## src/rtl/seq_magnitude_comparator.sv

```systemverilog
// Multi-cycle magnitude comparator: scans CHUNK bits per cycle from the MSB
// and stops at the first differing chunk. Define CMP_SIGNED_EN for signed_mode.
module seq_magnitude_comparator #(
  parameter int unsigned WIDTH = 16,
  parameter int unsigned CHUNK = 4
) (
  input  logic                                    clk,
  input  logic                                    rst,
  input  logic                                    in_valid,
  output logic                                    in_ready,
  input  logic [WIDTH-1:0]                        a,
  input  logic [WIDTH-1:0]                        b,
`ifdef CMP_SIGNED_EN
  input  logic                                    signed_mode,
`endif
  output logic                                    out_valid,
  input  logic                                    out_ready,
  output logic                                    g,
  output logic                                    l,
  output logic                                    e,
  output logic [$clog2((WIDTH/CHUNK)+1)-1:0]      chunks
);

  localparam int unsigned NCHUNK = WIDTH / CHUNK;
  localparam int unsigned CW     = $clog2(NCHUNK + 1);
  localparam int unsigned IW     = (NCHUNK > 1) ? $clog2(NCHUNK) : 1;

  typedef enum logic [1:0] {IDLE, SCAN, DONE} state_t;

  state_t           state;
  logic [WIDTH-1:0] a_q;
  logic [WIDTH-1:0] b_q;
  logic [IW-1:0]    idx;
  logic [WIDTH-1:0] a_cap;
  logic [WIDTH-1:0] b_cap;
  logic [CHUNK-1:0] a_chunk;
  logic [CHUNK-1:0] b_chunk;

  // Operand conditioning at capture: MSB flip maps two's complement onto unsigned order
  always_comb begin
    a_cap = a;
    b_cap = b;
`ifdef CMP_SIGNED_EN
    if (signed_mode) begin
      a_cap[WIDTH-1] = ~a[WIDTH-1];
      b_cap[WIDTH-1] = ~b[WIDTH-1];
    end
`endif
  end

  // Select the chunk pair currently under examination
  always_comb begin
    a_chunk = '0;
    b_chunk = '0;
    for (int i = 0; i < int'(NCHUNK); i++) begin
      if (idx == IW'(i)) begin
        a_chunk = a_q[i*CHUNK +: CHUNK];
        b_chunk = b_q[i*CHUNK +: CHUNK];
      end
    end
  end

  // Control FSM with registered handshake flags and result
  always_ff @(posedge clk or posedge rst) begin
    if (rst) begin
      state     <= IDLE;
      a_q       <= '0;
      b_q       <= '0;
      idx       <= '0;
      chunks    <= '0;
      g         <= 1'b0;
      l         <= 1'b0;
      e         <= 1'b0;
      in_ready  <= 1'b1;
      out_valid <= 1'b0;
    end else begin
      case (state)
        IDLE: begin
          if (in_valid && in_ready) begin
            a_q      <= a_cap;
            b_q      <= b_cap;
            idx      <= IW'(NCHUNK - 1);
            chunks   <= '0;
            g        <= 1'b0;
            l        <= 1'b0;
            e        <= 1'b0;
            in_ready <= 1'b0;
            state    <= SCAN;
          end
        end
        SCAN: begin
          chunks <= chunks + CW'(1);
          if (a_chunk > b_chunk) begin
            g         <= 1'b1;
            out_valid <= 1'b1;
            state     <= DONE;
          end else if (a_chunk < b_chunk) begin
            l         <= 1'b1;
            out_valid <= 1'b1;
            state     <= DONE;
          end else if (idx == '0) begin
            e         <= 1'b1;
            out_valid <= 1'b1;
            state     <= DONE;
          end else begin
            idx <= idx - IW'(1);
          end
        end
        DONE: begin
          if (out_ready) begin
            out_valid <= 1'b0;
            in_ready  <= 1'b1;
            state     <= IDLE;
          end
        end
        default: begin
          out_valid <= 1'b0;
          in_ready  <= 1'b1;
          state     <= IDLE;
        end
      endcase
    end
  end

endmodule

```

## config.mk

```make
export PLATFORM = sky130hd
export DESIGN_NAME = seq_magnitude_comparator
export DESIGN_NICKNAME = d
export VERILOG_FILES = /design/src/rtl/seq_magnitude_comparator.sv
export SDC_FILE = /design/constraint.sdc
export NUM_CORES = 1
export LEC_CHECK = 0
export ABC_CLOCK_PERIOD_IN_PS = 3300
export BUFFER_PORTS_ARGS = -buffer_cell sky130_fd_sc_hd__buf_2
export CAP_MARGIN = 15
export CORE_MARGIN = 2
export CORE_UTILIZATION = 54
export CTS_BUF_LIST = sky130_fd_sc_hd__clkbuf_16
export DETAILED_ROUTE_END_ITERATION = 10
export GPL_ROUTABILITY_DRIVEN = 0
export PLACE_DENSITY = 0.79
export SYNTH_ARGS = -nofsm -noshare
export SYNTH_HDL_FRONTEND = slang
export SYNTH_SLANG_ARGS = --single-unit
```

## constraint.sdc

```tcl
create_clock -name clk -period 3.3 [get_ports clk]
set_input_delay 0.825 -clock clk [delete_from_list [all_inputs] [get_ports clk]]
set_output_delay 0.825 -clock clk [all_outputs]
set_load 0.03 [all_outputs]
```

==> impl_table.tex <==
\begin{tabular}{lr}
\hline
Metric & Value \\
\hline
\multicolumn{2}{l}{\textbf{Run status}} \\
\quad Outcome & finished, final reports clean \\
\multicolumn{2}{l}{\textbf{Power}} \\
\quad Switching part of the total & 38.2\% \\
\quad Combinational share of power & 36.3\% \\
\quad Cell internal pwr & 1.35 mW \\
\quad Clock group share of total power & 21.1\% \\
\quad Total power & 2.18 mW \\
\quad Net Sw Power & 0.833 mW \\
\quad Seq pwr share & 42.6\% \\
\quad Maximum VDD drop & 0.435 mV \\
\quad Power per unit of standard cell area & 872 mW/mm2 \\
\quad Leakage power of the design & 1.34 nW \\
\multicolumn{2}{l}{\textbf{Synth}} \\
\quad Fraction of the yosys area taken by sequential cells & 51.9\% \\
\quad Top-area cell type share of the netlist area & 50.6\% \\
\quad Synthesized netlist cell count & 250 \\
\quad Count of flip-flops with a built-in enable after synthesis & 0 \\
\quad Flop and latch count out of synthesis & 44 \\
\quad Number of warning messages in the yosys log & 0 \\
\quad Net count after synthesis & 295 \\
\quad Post-synth cell types & 34 \\
\quad Synth top area cells & sky130\_fd\_sc\_hd\_\_dfrtp\_1 51\%, sky130\_fd\_sc\_hd\_\_nand2\_1 19\%, sky130\_fd\_sc\_hd\_\_ha\_1 5.3\% \\
\quad Async SR Flop Fraction & 100\% \\
\quad Cell taking the most area after synthesis & sky130\_fd\_sc\_hd\_\_dfrtp\_1 \\
\quad Area of the mapped netlist & 0.00212 mm2 \\
\quad Mean post-synth cell area & 8.50 um2 \\
\quad Dominant synthesized flop cell & sky130\_fd\_sc\_hd\_\_dfrtp\_1 \\
\multicolumn{2}{l}{\textbf{Place}} \\
\quad \# port buffers & 43 \\
\quad Worst-case setup slack after placement & 0.593 ns \\
\quad HPWL after detailed placement & 3.26 mm \\
\quad Placed cell area & 0.00236 mm2 \\
\multicolumn{2}{l}{\textbf{Setup path}} \\
\quad Maximum fanout along the worst path & 12 \\
\quad List of cells traversed by the critical path & inv\_1 -> ha\_1 -> nand2\_1 -> o21ai\_1 -> o21ai\_1 -> o21ai\_1 -> ha\_1 -> a21oi\_1 -> nor3b\_1 -> or4\_4 -> mux2i\_1 \\
\quad Type of origin of the critical path & flop \\
\quad Type of the worst setup path & flop to flop \\
\quad Critical Path Slowest Stage Cell & sky130\_fd\_sc\_hd\_\_dfrtp\_1 \\
\quad Minimum setup slack among reg-to-reg paths & 0.48 ns \\
\quad Slowest cell delay on critical path & 0.44 ns \\
\quad Critical path required time & 3.51 ns \\
\quad Kind of end point of the critical path & flop \\
\quad Crit path arrival time & 3.03 ns \\
\quad Critical path's most frequent cell & sky130\_fd\_sc\_hd\_\_o21ai\_1 \\
\multicolumn{2}{l}{\textbf{Timing}} \\
\quad Maximum frequency from static timing analysis & 354 MHz \\
\quad Hold violation count in the final report & 0 \\
\quad Setup TNS & 0 ns \\
\quad Setup repair after global routing missed its margin & no \\
\quad Worst clock skew & 0.00228 ns \\
\quad Min Tclk post-route & 2.82 ns \\
\quad Actual slew at the worst max-slew pin & 0.684 ns \\
\quad Worst setup margin & 0.475 ns \\
\quad Worst slew slack as a fraction of its limit & 54.3\% \\
\quad Share of the clock period used by the worst path & 85.6\% \\
\quad Number of pins with negative max-slew slack in the final report & 0 \\
\quad Final-report setup violation count & 0 \\
\multicolumn{2}{l}{\textbf{Detailed routing}} \\
\quad Number of iterations in the first detailed-routing pass & 4 \\
\quad Count of nets left with antenna violations after detail routing & 0 \\
\quad Initial drt markers & 121 \\
\quad Total detailed-routing wirelength & 4.49 mm \\
\quad Wire per inst & 13.2 um \\
\quad Vias & 1815 \\
\quad Remaining DRCs & 0 \\
\quad Via-to-Cell Ratio & 5.32 \\
\multicolumn{2}{l}{\textbf{GRT}} \\
\quad Top Usage Layer GRT & met2 \\
\quad Wire length of the first global-routing pass & 7.69 mm \\
\quad Fraction of met1 tracks used by global routing & 30.4\% \\
\quad Number of antenna violations at the first check in global routing & 0 \\
\quad Total global routing overflow & 0 \\
\quad GRT Total Usage & 23.4\% \\
\quad Met3 global-route usage & 5.74\% \\
\quad Maximum number of pins on one net before global-route repair & 45 \\
\quad Met2 Track Usage GR & 37.1\% \\
\quad Via count of the first global-routing pass & 1734 \\
\multicolumn{2}{l}{\textbf{Floorplanning}} \\
\quad Initial Util & 57.2\% \\
\quad Die Span Y & 66.7 um \\
\quad Overall die width & 66.7 um \\
\quad Full die area & 0.00445 mm2 \\
\quad Count of pins on the block boundary & 44 \\
\quad Cell row count & 22 \\
\quad Std-Cell Core Area & 0.00372 mm2 \\
\multicolumn{2}{l}{\textbf{Clock network}} \\
\quad Hold-fix buffer count after cts & 0 \\
\quad Clock sink count & 44 \\
\quad Maximum level of the CTS H-tree & 2 \\
\quad TritonCTS buffer count & 5 \\
\quad Clock tree from TritonCTS & built \\
\quad Clock latency at the later pin of the worst-skew pair & 0.28 ns \\
\quad CTS root buf & sky130\_fd\_sc\_hd\_\_clkbuf\_16 \\
\quad Resize count post-CTS & 0 \\
\quad Setup Buffers After CTS & 0 \\
\quad Number of buffers on the longest clock path & 2 \\
\quad CTS clk-pin slew, worst paths & 0.06 ns \\
\multicolumn{2}{l}{\textbf{Finish}} \\
\quad Most frequent standard cell in the layout excluding fill and tap cells & sky130\_fd\_sc\_hd\_\_nand2\_1 \\
\quad Area of all placed cells without fillers & 0.00250 mm2 \\
\quad Filler cells & 330 \\
\quad Total Nets Final & 337 \\
\quad Post-layout utilization of the core & 67.4\% \\
\quad Share of final-layout standard cells stronger than drive strength 1 & 20.5\% \\
\quad Signed area change from the synthesized netlist to the final layout & 17.8\% \\
\quad Most frequent cells in the layout & 108 x sky130\_fd\_sc\_hd\_\_nand2\_1, 43 x sky130\_fd\_sc\_hd\_\_dfrtp\_1, 43 x sky130\_fd\_sc\_hd\_\_buf\_2, 22 x sky130\_fd\_sc\_hd\_\_o21ai\_1, 14 x sky130\_fd\_sc\_hd\_\_a21oi\_1 \\
\quad Count of antenna diodes in the layout & 0 \\
\multicolumn{2}{l}{\textbf{Run}} \\
\quad Max Cap Viol & 0 \\
\multicolumn{2}{l}{\textbf{Min path}} \\
\quad Worst min path class & flop to flop \\
\hline
\end{tabular}
-- synth_stat cells (2+ instances only) --
| cell type | instances |
|---|---|
| sky130_fd_sc_hd__nand2_1 | 108 |
| sky130_fd_sc_hd__dfrtp_1 | 43 |
| sky130_fd_sc_hd__o21ai_1 | 22 |
| sky130_fd_sc_hd__a21oi_1 | 14 |
| sky130_fd_sc_hd__ha_1 | 9 |
| sky130_fd_sc_hd__inv_1 | 7 |
| sky130_fd_sc_hd__clkbuf_1 | 5 |
| sky130_fd_sc_hd__a22oi_1 | 4 |
| sky130_fd_sc_hd__buf_1 | 3 |
| sky130_fd_sc_hd__buf_2 | 3 |
| sky130_fd_sc_hd__nor2_1 | 3 |
| sky130_fd_sc_hd__o21ai_0 | 3 |
| sky130_fd_sc_hd__mux2i_1 | 2 |
| sky130_fd_sc_hd__nand2b_1 | 2 |
| sky130_fd_sc_hd__nor2_2 | 2 |
| sky130_fd_sc_hd__nor2b_1 | 2 |
-- layout make-up --
type / instances / area (um2) / area share [%]
sequential: 44 / 1100 / 44.0
timing repair buffer: 47 / 245 / 9.80
tap: 48 / 60.1 / 2.40
clock inverter: 3 / 13.8 / 0.550
clock buffer: 5 / 125 / 5.00
inverter: 8 / 30.0 / 1.20
multi-input combinational: 186 / 927 / 37.0
-- metrics by stage --
step	std cells	hold slack, ns
6_report	341	0.483
5_1_grt	341	0.502
4_1_cts	341	0.485
3_3_place_gp	333	0.463
3_5_place_dp	333	0.467
2_1_floorplan	250	0.446
-- critical path: cells and delay by family (launching register included) --
kind,cells,cell delay [ns]
compound gates,4,0.56
fa+ha+maj,2,0.71
buf+inv,1,0.11
flops,1,0.44
mux,1,0.17
simple gates,3,0.75
-- per-layer routing --
| layer | share of wire (%) | vias to the layer above |
|---|---|---|
| met5 | 0 | - |
| met4 | 2.3 | 0 |
| met3 | 6.1 | 11 |
| met2 | 49 | 62 |
| met1 | 43 | 847 |
| li1 | - | 895 |
-- path summary, 6_finish.rpt --
| kind | startpoint | endpoint | cells after the start |
|---|---|---|---|
| min in group asynchronous | rst | b_q[6] | 3 |
| max in group asynchronous | rst | in_ready | 3 |
| worst max-delay path | idx[0] | idx[0] | 11 |
| worst max register to register | idx[0] | idx[0] | 11 |
| worst min register to register | b_q[0] | b_q[0] | 2 |
| worst min-delay path | b_q[0] | b_q[0] | 2 |
-- power groups by stage --
stage          Combinational [mW]  Clock (mW)  Sequential (mW)
4_1_cts                     0.787       0.471            0.929
3_5_place_dp                0.768           0            0.935
5_1_grt                     0.888       0.498            0.955
6_report                    0.792       0.461            0.930
3_3_place_gp                0.729           0            0.926
2_1_floorplan               0.501           0            0.965
-- registers in the layout (all words and copies together), names as in the netlist --
| name | count |
|---|---|
| b_q | 16 |
| a_q | 16 |
| state | 2 |
| l | 1 |
| g | 1 |
| in_ready | 1 |
| idx | 2 |
| out_valid | 1 |
| e | 1 |
| chunks | 3 |
-- kinds of logic (layout without fill, tap and decap cells) --
logic type	after synthesis	in the layout	share of synthesized area, %
XOR/XNOR	1	1	0.412
flip-flops	44	44	51.9
multiplexers	2	2	0.942
buffers and inverters	20	63	4.48
AND/OR/NAND/NOR	126	126	24.5
adder cells (fa/ha/maj)	9	9	5.30
AO/OA/AOI/OAI	48	48	12.5
(Power assumes the default switching activity.)
